===== src/rtl/qdr_nibble_deframer.sv =====
// Receive-side deframer for the 14-bit QDR nibble link: finds and holds frame alignment,
// rebuilds words and hands them out through a small first-word-fall-through FIFO.
module qdr_nibble_deframer #(
    parameter int LOCK_FRAMES = 3,
    parameter int FIFO_DEPTH  = 4,
    parameter int CHECK_PAD   = 1
) (
    input  logic        clk,
    input  logic        reset_n,
    input  logic [3:0]  DA,
    input  logic        DAFRAME,
    output logic [13:0] word_data,
    output logic        word_valid,
    input  logic        word_ready,
    output logic        locked,
    output logic        frame_err,
    output logic [7:0]  err_cnt,
    output logic [7:0]  ovf_cnt,
    output logic [1:0]  state_dbg
);

    localparam int AW = (FIFO_DEPTH > 1) ? $clog2(FIFO_DEPTH) : 1;
    localparam int GW = $clog2(LOCK_FRAMES + 1);

    typedef enum logic [1:0] {
        HUNT   = 2'd0,
        VERIFY = 2'd1,
        LOCKED = 2'd2
    } state_t;

    state_t      state, state_n;
    logic [3:0]  r_da;
    logic        r_fr, p_fr;
    logic [1:0]  idx, idx_n;
    logic [GW-1:0] good, good_n;
    logic [11:0] acc, acc_n;
    logic        push_q, push_n;
    logic [13:0] push_word, word_n;
    logic        err_n;
    logic        frame_start, violation;

    logic [13:0]   mem [FIFO_DEPTH];
    logic [AW-1:0] wr_ptr, rd_ptr;
    logic [AW:0]   count;
    logic          pop, full, do_push;

    assign frame_start = !p_fr && r_fr;
    // Nibbles 0 and 1 carry DAFRAME=1, nibbles 2 and 3 carry DAFRAME=0.
    assign violation = (r_fr != !idx[1]) ||
                       ((CHECK_PAD != 0) && (idx == 2'd3) && (r_da[1:0] != 2'b00));

    always_comb begin
        state_n = state;
        idx_n   = idx;
        good_n  = good;
        acc_n   = acc;
        push_n  = 1'b0;
        word_n  = push_word;
        err_n   = 1'b0;
        case (state)
            HUNT: begin
                if (frame_start) begin
                    state_n     = VERIFY;
                    idx_n       = 2'd1;
                    good_n      = '0;
                    acc_n[11:8] = r_da;
                end
            end
            default: begin
                if (violation) begin
                    err_n  = 1'b1;
                    good_n = '0;
                    // A violating nibble that is itself a frame start seeds a fresh attempt.
                    if (frame_start) begin
                        state_n     = VERIFY;
                        idx_n       = 2'd1;
                        acc_n[11:8] = r_da;
                    end else begin
                        state_n = HUNT;
                        idx_n   = 2'd0;
                    end
                end else begin
                    idx_n = idx + 2'd1;
                    case (idx)
                        2'd0: acc_n[11:8] = r_da;
                        2'd1: acc_n[7:4]  = r_da;
                        2'd2: acc_n[3:0]  = r_da;
                        default: begin
                            if (state == LOCKED) begin
                                push_n = 1'b1;
                                word_n = {acc, r_da[3:2]};
                            end else begin
                                good_n = good + GW'(1);
                                if (int'(good) + 1 == LOCK_FRAMES) state_n = LOCKED;
                            end
                        end
                    endcase
                end
            end
        endcase
    end

    always_ff @(posedge clk) begin
        if (!reset_n) begin
            r_da      <= '0;
            r_fr      <= 1'b0;
            p_fr      <= 1'b0;
            state     <= HUNT;
            idx       <= '0;
            good      <= '0;
            acc       <= '0;
            push_q    <= 1'b0;
            push_word <= '0;
            frame_err <= 1'b0;
            err_cnt   <= '0;
        end else begin
            r_da      <= DA;
            r_fr      <= DAFRAME;
            p_fr      <= r_fr;
            state     <= state_n;
            idx       <= idx_n;
            good      <= good_n;
            acc       <= acc_n;
            push_q    <= push_n;
            push_word <= word_n;
            frame_err <= err_n;
            if (err_n && err_cnt != 8'hFF) err_cnt <= err_cnt + 8'd1;
        end
    end

    // Handshake: word_data is the FIFO head and is valid while word_valid=1; it is consumed
    // on a rising edge where word_valid && word_ready, and holds steady until then.
    assign pop     = word_valid && word_ready;
    assign full    = (count == (AW+1)'(FIFO_DEPTH));
    assign do_push = push_q && (!full || pop);

    always_ff @(posedge clk) begin
        if (!reset_n) begin
            wr_ptr  <= '0;
            rd_ptr  <= '0;
            count   <= '0;
            ovf_cnt <= '0;
            for (int i = 0; i < FIFO_DEPTH; i++) mem[i] <= '0;
        end else begin
            if (do_push) begin
                mem[wr_ptr] <= push_word;
                wr_ptr      <= wr_ptr + AW'(1);
            end
            if (pop) rd_ptr <= rd_ptr + AW'(1);
            if (do_push && !pop)      count <= count + (AW+1)'(1);
            else if (!do_push && pop) count <= count - (AW+1)'(1);
            if (push_q && !do_push && ovf_cnt != 8'hFF) ovf_cnt <= ovf_cnt + 8'd1;
        end
    end

    assign word_valid = (count != '0);
    assign word_data  = mem[rd_ptr];
    assign locked     = (state == LOCKED);
    assign state_dbg  = state;

endmodule


===== config.mk =====
export PLATFORM = sky130hd
export DESIGN_NAME = qdr_nibble_deframer
export DESIGN_NICKNAME = d
export VERILOG_FILES = /design/src/rtl/qdr_nibble_deframer.sv
export SDC_FILE = /design/constraint.sdc
export NUM_CORES = 1
export LEC_CHECK = 0
export BUFFER_PORTS_ARGS = -buffer_cell sky130_fd_sc_hd__buf_2
export CAP_MARGIN = 5
export CORE_MARGIN = 4
export CORE_UTILIZATION = 53
export DETAILED_ROUTE_END_ITERATION = 8
export PLACE_DENSITY_LB_ADDON = 0.3
export SYNTH_ARGS = -nofsm -noshare
export SYNTH_HDL_FRONTEND = slang
export SYNTH_SLANG_ARGS = --single-unit

===== constraint.sdc =====
create_clock -name clk -period 2.3 [get_ports clk]
set_input_delay 0.115 -clock clk [delete_from_list [all_inputs] [get_ports clk]]
set_output_delay 0.115 -clock clk [all_outputs]
set_load 0.02 [all_outputs]

# Yosys cells after proc, flatten, opt, wreduce, memory -nomap -nowiden
# Memory sizes are Yosys's and may differ from the RTL's. A register that Yosys moved wholly into a read port is not among the register bits.
# Index checks and enable logic that the tools add are counted.
[word_totals]
register_bits = 63
mem_bits_rw = 56
out_inout_bits = 35
inputBits = 8
mem_count = 1
wordCells = 106
[memory_table]
columns = ["name", "depth", "word_bits", "read_ports", "rd_ports_with_merged_regs", "wr", "line_no", "text"]
rows = [
  ["mem", 4, 14, 1, 1, 4, "42", "logic [13:0] mem [FIFO_DEPTH];"],
]
[classes]
n_eq_ne = 12
bitwise = 4
n_addsub = 9
reduce_logical = 31
mux = 32
[op_table]
columns = ["op", "count"]
rows = [
  ["$mux W2", 16],
  ["$add A8 B1 Y8 const B", 2],
  ["$mux W4", 4],
  ["$ne A8 B8 Y1 const B", 2],
  ["$mux W14", 1],
  ["$reduce_or A14 Y1", 1],
  ["$logic_and A1 B1 Y1", 9],
  ["$mux W1", 9],
  ["$reduce_and A3 Y1", 3],
  ["$reduce_bool A3 Y1", 3],
  ["$add A2 B1 Y2 const B", 4],
  ["$reduce_and A4 Y1", 2],
  ["$eq A2 B2 Y1 const B", 3],
  ["$mux W3", 2],
  ["$ne A3 B1 Y1 const B", 2],
  ["$reduce_or A6 Y1", 1],
  ["$logic_not A1 Y1", 5],
  ["$logic_not A2 Y1", 2],
  ["$not A1 Y1", 4],
  ["$reduce_bool A2 Y1", 2],
  ["$add A2 B1 Y3 const B", 1],
  ["$add A3 B1 Y3 const B", 1],
  ["$eq A3 B2 Y1 const B", 1],
  ["$eq A3 B3 Y1 const B", 1],
  ["6 further kinds", 7],
]

# Longest topological paths before layout
# Gate-level depths: netlist of the first run.
[logic_depth]
ltp_word = 9
mapped_depth = 9

# Worst setup path after synthesis of the first run
# No wires, ideal clock.
[synth_path]
path_type = "flip-flop to flip-flop"
from = "register count[0]"
to = "register count[2]"
arrival_ns = 2.207
period_less_slack_ns = 2.277
path_buffers = 0
path_slack_ns = 0.023
path_stages_with_launch = 9
path_cell_list = "dfxtp_1 or3_2 nand2_1 ha_1 inv_1 fa_1 xor2_1 or3_1 a21oi_1"
[synth_between]
elab_chain_len = 7
[synth_lines]
columns = ["item", "line_no", "text"]
rows = [
  ["from (decl)", "44", "logic [AW:0] count;"],
  ["from (signal assigned)", "150", "if (do_push && !pop) count <= count + (AW+1)'(1);"],
  ["from (signal assigned)", "151", "else if (!do_push && pop) count <= count - (AW+1)'(1);"],
  ["$reduce_bool A3 Y1 (*)", "156", "assign word_valid = (count != '0);"],
  ["net word_valid", "13", "output logic word_valid,"],
  ["$logic_and A1 B1 Y1 (*)", "133", "assign pop = word_valid && word_ready;"],
  ["$logic_or A1 B1 Y1", "135", "assign do_push = push_q && (!full || pop);"],
  ["$logic_and A1 B1 Y1", "135", ""],
  ["$logic_not A1 Y1", "151", ""],
  ["$logic_and A1 B1 Y1", "151", ""],
  ["$reduce_bool A2 Y1 (no source line)", "--", ""],
]
# The timed path passes the listed nets; every way through them passes the cells marked *. The select of a mux whose other input is x is not followed.
# A chain may end at the register's enable or synchronous reset.

# Final worst setup path of the first run
[layout_path]
from = "register count[0]"
to = "register count[2]"
[layout_between]
elab_chain_len = 7
[layout_lines]
columns = ["item", "line_no", "text"]
rows = [
  ["$eq A3 B3 Y1 or $reduce_bool A3 Y1 (tied branches)", "134, 156", ""],
  ["$logic_not A1 Y1 or $logic_and A1 B1 Y1 (tied branches)", "135, 133", ""],
  ["$logic_or A1 B1 Y1 (*)", "135", ""],
  ["$logic_and A1 B1 Y1 (*)", "135", ""],
  ["net do_push", "45", "logic pop, full, do_push;"],
  ["$logic_not A1 Y1", "151", ""],
  ["$logic_and A1 B1 Y1", "151", ""],
  ["$reduce_bool A2 Y1 (no source line)", "--", ""],
]
# Marks and branches as above.

==> flow_summary.json, run 1 <==
{
  "outcome": "complete, no violations",
  "critPathLaunch": "count[0]",
  "rrSetupSlack_ns": 0.17,
  "ys.flop_type": "dfxtp_1",
  "synth_top_cell_by_area": "edfxtp_1",
  "post-cts-setup-buffer-count": 0,
  "synth_top_family_by_area": "simple AND/OR/NAND/NOR gates",
  "syn_inst": 446,
  "place_ws_ns": 0.0215,
  "fin_nets": 525,
  "routed_wirelength_mm": 10.4,
  "wl_per_cell_um": 16.0,
  "numCtsBuffers": 17,
  "synthAdderAreaFrac_pct": 2.30,
  "dr.pass1.iters": 8,
  "finalHoldViolations": 0,
  "port_buffers": 42,
  "worst_pin_slew_ns": 0.818,
  "synthTopCellsByCount": "nor2_1 (67), dfxtp_1 (65), edfxtp_1 (56)",
  "setup_viol": 0,
  "hold_path_class": "in2reg",
  "ys_ff_latch": 121,
  "synth.distinct_cells": 51,
  "die_w_um": 107,
  "ir_worst_vdd_uv": 551,
  "grt_pass1_wl_mm": 16.9,
  "arrival_ns": 2.57,
  "synth_edf_count": 56,
  "clk_pin_slew_ns": 0.06,
  "finalWorstSetupSlack_ns": 0.166,
  "r2r_start": "count[0]",
  "synth_nets": 463,
  "cap_violations": 0,
  "syn_to_final_growth_pct": 20.4,
  "synth.most_common_cell": "nor2_1",
  "synth_xor_area_share_pct": 1.99,
  "avgSynthCellArea_um2": 11.7,
  "gp_congestion": 0.806,
  "clk_latency_ns": 0.51,
  "grt_max_degree": 52,
  "finalSetupTns_ns": 0,
  "fp.dieArea_um2": 11500,
  "initial_utilization_pct": 55.4,
  "via_count": 3522,
  "synth_compound_gate_area_share_pct": 5.75,
  "clockBufferDepth": 2,
  "synthSimpleGateAreaFrac_pct": 17.6,
  "critPathCaptureType": "flop",
  "worst-setup-path-type": "reg2reg",
  "die_y_um": 107,
  "root_buffer": "clkbuf_8",
  "routed_via_density": 5.42,
  "synth_top_area_share_pct": 32.2,
  "worstPathRequired_ns": 2.74,
  "rows": 35,
  "slew_headroom_pct": 45.1,
  "drtAntennaViolNets": 0,
  "ys_warn_count": 0,
  "drv_slew": 0,
  "drc": 0,
  "cts_sinks": 121,
  "muxShareOfSynthArea_pct": 11.6,
  "skew_ns": 0.00529,
  "max_clock_freq_mhz": 469,
  "synth_area_leaders": "edfxtp_1 (32%), dfxtp_1 (25%), mux4_2 (6.0%), mux2i_1 (5.6%), nor2_1 (4.8%)",
  "power.density_cell_area_nw_per_um2": 894,
  "drt-initial-drc-count": 121,
  "dp_hpwl_mm": 6.83,
  "io_pins": 43,
  "worst_setup_path_start_kind": "flop",
  "yosysSeqAreaShare_pct": 57.2,
  "cts_max_level": 4,
  "total_power_mw": 5.62,
  "fin_crit_ns": 2.13,
  "overflow": 0,
  "p_leak_nw": 2.74,
  "coreArea_um2": 9420,
  "final_core_util_pct": 66.7,
  "min_from": "word_ready",
  "path_max_fanout": 4,
  "grt_usage_pct": 18.8,
  "synthArstFlopShare_pct": 0,
  "period_share_pct": 92.8,
  "rsz0062_at_grt": "false",
  "grt_pass1_vias": 3476,
  "antenna_found_initial": 0,
  "n_antenna_cell": 0,
  "cts_tree": "built",
  "drive_gt1_share_pct": 25.7,
  "synth_area_um2": 5220
}
kinds of logic after synthesis:
kind of cell               after synthesis
muxes                                   43
DFF                                    121
and+or+nand+nor                        172
xor gates and xnor gates                11
adders and majority gates                9
AOI/OAI and AO/OA                       47
buffers and inverters                   43
repair_timing:
item                                   in CTS  in global routing
setup endpoints to repair                   0                 15
hold buffers                                5                  0
resized for setup                           0                  5
endpoints found under the hold margin       5                  0
through the flow:
| step | area (µm²) | hold WS (ns) | cells |
|---|---|---|---|
| after global routing | 6280 | 0.0176 | 650 |
| after detailed placement | 5610 | 0.325 | 613 |
| after floorplan | 5220 | 0.242 | 446 |
| final | 6280 | 0.00782 | 650 |
| after global placement | 5610 | 0.324 | 613 |
| after CTS | 6260 | 0.0303 | 650 |
power by group:
group / switching [mW] / internal, mW
registers: 0.0586 / 2.33
logic: 0.310 / 0.262
clock network: 0.989 / 1.67
cells in the final DEF, fill, tap and decap left out, types with 4 or more instances in the layout:
cell type,instances
xor2_1,6
mux4_2,14
nand3_1,11
o21ai_0,5
edfxtp_1,56
buf_2,42
nand2_4,8
and2_1,22
buf_4,16
nand2_2,4
mux2i_1,29
or4_1,6
nand2_1,25
o31ai_1,6
ha_1,7
clkbuf_16,16
inv_2,9
dlygate4sd3_1,5
nor2_1,67
nor2b_1,4
xnor2_1,4
inv_6,6
dfxtp_1,65
inv_1,14
o21ai_1,5
a21oi_1,17
nand2b_1,4
path summary, 6_finish.rpt:
kind | endpoint | cells past startpoint
setup reg to reg | count[2] | 9
hold reg to reg | acc[11] | 2
setup / recovery | count[2] | 9
hold / removal | flop | 4
sequential cells by signal, summed over array words and instances (netlist names), named ones only:
signal and cells:
acc 12, count 3, err_cnt 8, frame_err 1, good 2, idx 2, mem 56, ovf_cnt 8
p_fr 1, push_q 1, push_word 14, r_da 4, r_fr 1, rd_ptr 2, state_dbg 2, wr_ptr 2
final cells by class:
cell class	count	area (µm²)
clock inverter	15	189
multi-input combinational	282	2070
sequential	121	2980
fill	713	3130
inverter	23	86.3
tap	129	161
clock buffer	17	414
timing repair buffer	63	380
worst max-delay path, stage by stage (launching register included):
cell and delay [ns]:
dfxtp_1 0.33, or4b_4 0.55, nand2_2 0.14, inv_1 0.09, ha_2 0.19, inv_1 0.07
fa_1 0.17, xor2_1 0.07, or3_1 0.31, a21oi_1 0.14
routing by layer:
layer / global-route usage, % / vias to the layer above / routed length, µm
met4: 5.30 / 0 / 163
li1: - / 1713 / -
met5: 0 / - / 0
met3: 5.66 / 16 / 447
met2: 33.1 / 90 / 5340
met1: 22.2 / 1703 / 4420
No activity file was read; power rests on OpenSTA's default activity.
==> inputs of run 2 (changes only) <==
ABC_AREA = 1   (was default)
CORE_UTILIZATION = 54   (was 53)
==> run 2 against run 1 <==
  * First-iteration DRC count increased by 78%
  * Sequential cell count unchanged
  * Die area decreased by 1.1%
  * Global-route usage increased by 1.2 points
  * Worst hold slack improved by 0.30 ns
  * Register-to-register slack improved by 0.17 ns
  * Total power increased by 6.3%
  * Clock power decreased by 6%
  * Utilization decreased by 0.20 points
  * Combinational power increased by 82%
  * Sequential share of layout area increased by 0.38 points
  * Largest power group unchanged
  * Highest routed layer unchanged
==> flow_summary.json, run 2 <==
{
  "yosysSeqAreaShare_pct": 56.8,
  "path_max_fanout": 28,
  "wl_per_cell_um": 13.6,
  "routed_wirelength_mm": 10.6,
  "synth_area_leaders": "edfxtp_1 (32%), dfxtp_1 (25%), nor2_1 (7.9%), o21ai_0 (6.0%), inv_1 (4.6%)",
  "io_pins": 43,
  "routed_via_density": 5.09,
  "worst_path_largest_cell_delay_ns": 0.38,
  "numCtsBuffers": 17,
  "post-cts-setup-buffer-count": 0,
  "cts_sinks": 121,
  "cts_max_level": 4,
  "dp_cells": 740,
  "clockBufferDepth": 2,
  "synth_top_area_share_pct": 32.0,
  "drive_gt1_share_pct": 20.0,
  "synthArstFlopShare_pct": 0,
  "dr.pass1.iters": 5,
  "critPathCaptureType": "output pin",
  "synth_top_cell_by_area": "edfxtp_1",
  "fin_cells": 780,
  "die_w_um": 107,
  "mostFrequentLayoutCell": "nor2_1",
  "worst_pin_slew_ns": 0.586,
  "hold_path_class": "in2reg",
  "crit_slowest_cell": "dfxtp_1",
  "cp_cell_sequence": "clkinvlp_4 > o21ai_0 > o22ai_1 > buf_2",
  "power.density_cell_area_nw_per_um2": 958,
  "largest-register": "mem",
  "synth.most_common_cell": "nor2_1",
  "clk_pin_slew_ns": 0.06,
  "die_y_um": 107,
  "final_cell_mix": "nor2_1 (111), inv_1 (64), dfxtp_1 (64)",
  "drtAntennaViolNets": 0,
  "fin_nets": 655,
  "avgSynthCellArea_um2": 9.04,
  "ys_ff_latch": 121,
  "coreArea_um2": 9370,
  "ir_worst_vdd_uv": 586,
  "worst-setup-path-type": "reg2out",
  "rows": 35,
  "arrival_ns": 1.89,
  "fillers": 802,
  "synth.distinct_cells": 37,
  "gp_congestion": 0.832,
  "drt-initial-drc-count": 215,
  "period_share_pct": 87.3,
  "outcome": "complete, no violations",
  "root_buffer": "clkbuf_8",
  "synthTopCellsByCount": "nor2_1 (111), dfxtp_1 (65), inv_1 (64)",
  "largest_register_ffs": 56,
  "drv_slew": 0,
  "n_antenna_cell": 0,
  "clk_latency_ns": 0.52,
  "crit_buf_inv": 2,
  "crit_family": "buffers and inverters",
  "p_leak_nw": 2.49,
  "cap_violations": 0,
  "grt_pass1_vias": 3898,
  "syn_to_final_growth_pct": 18.7,
  "initial_utilization_pct": 56.1,
  "grt_pass1_wl_mm": 18.0,
  "overflow": 0,
  "finalSetupTns_ns": 0,
  "rsz0062_at_grt": "false",
  "worstPathRequired_ns": 2.18,
  "grt_max_degree": 44,
  "top_regs": "mem x56, push_word x14, acc x12",
  "port_buffers": 42,
  "syn_inst": 581,
  "synth_area_um2": 5250,
  "cts_tree": "built",
  "worst_setup_path_start_kind": "flop",
  "setup_viol": 0,
  "ys.flop_type": "dfxtp_1",
  "antenna_found_initial": 0,
  "slew_headroom_pct": 60.9,
  "synth_edf_count": 56,
  "synth_nets": 598,
  "max_clock_freq_mhz": 498,
  "grt_usage_pct": 20.0,
  "dp_hpwl_mm": 6.90,
  "ys_warn_count": 0,
  "skew_ns": 0.0165,
  "via_count": 3972,
  "fp.dieArea_um2": 11400,
  "fin_crit_ns": 2.01,
  "drc": 0,
  "finalHoldViolations": 0
}
run 2: cell count changes after synthesis, moves of 7 or more:
| cell | delta |
|---|---|
| o22ai_1 | +13 |
| and2_1 | -22 |
| mux4_2 | -14 |
| inv_1 | +50 |
| nor2_2 | +17 |
| nor2_1 | +44 |
| mux2i_1 | -29 |
| nor2_4 | +7 |
| o21ai_0 | +55 |
| nand2_1 | +23 |
| a21oi_1 | +22 |
run 2: final cells by class:
type / instances / area, µm² / area share [%]
Inverter: 78 / 297 / 4.76
Clock inverter: 15 / 149 / 2.39
Timing Repair Buffer: 58 / 350 / 5.62
Tap cell: 129 / 161 / 2.59
Multi-Input combinational cell: 362 / 1880 / 30.2
Sequential cell: 121 / 2980 / 47.9
Clock buffer: 17 / 414 / 6.64
run 2: timing repair:
action,CTS,global route
hold endpoints to repair,15,0
gates resized for setup,0,2
endpoints found under the setup margin,0,14
hold buffers,8,0
run 2: final timing paths:
path,start,end,slack [ns],depth (start not counted)
worst max-delay path,flop,word_data[9],0.29,4
worst min-delay path,DA[0],r_da[0],0.31,4
worst max register to register,count[0],count[2],0.34,9
worst min register to register,r_fr,p_fr,0.45,2
run 2: worst min-delay path, cell delays in order:
cell           delay (ns)
dlygate4sd3_1        0.51
buf_2                0.09
nand2_1              0.04
inv_1                0.04
run 2: where the power goes:
| part | leakage [nW] | switching [mW] | internal, mW |
|---|---|---|---|
| clock | 0.272 | 0.950 | 1.54 |
| combinational | 1.12 | 0.706 | 0.330 |
| sequential | 1.09 | 0.0936 | 2.35 |
| total | 2.49 | 1.75 | 4.22 |
run 2: cell families after synthesis:
kind of cell             Yosys count  synth area share, %
buffers and inverters             98                 7.43
AND/OR/NAND/NOR                  219                 19.1
adder cells (fa/ha/maj)            9                 2.29
flip-flops                       121                 56.8
XOR/XNOR                           6                 1.00
AO/OA/AOI/OAI                    128                 13.4
run 2: per-stage QoR:
| step | utilization [%] | setup WS [ns] | cell area (µm²) | power (mW) | hold WS, ns |
|---|---|---|---|---|---|
| after floorplan | - | 0.258 | 5250 | 3.20 | 0.213 |
| after detailed placement | 59.6 | 0.357 | 5590 | 3.51 | 0.306 |
| final | 66.5 | 0.292 | 6240 | 5.97 | 0.313 |
| after global routing | 66.5 | 0.0649 | 6240 | 6.26 | 0.305 |
| after CTS | 66.5 | 0.0134 | 6230 | 6.01 | 0.296 |
| after global placement | 59.6 | 0.442 | 5590 | 3.46 | 0.297 |
run 2: routing by layer:
metal | vias to the layer above | track usage [%] | share of wire, %
li1 | 2029 | - | -
met1 | 1826 | 24.2 | 45
met2 | 108 | 34.1 | 49
met3 | 9 | 5.66 | 5.5
met4 | 0 | 7.21 | 0.82
met5 | - | 0 | 0
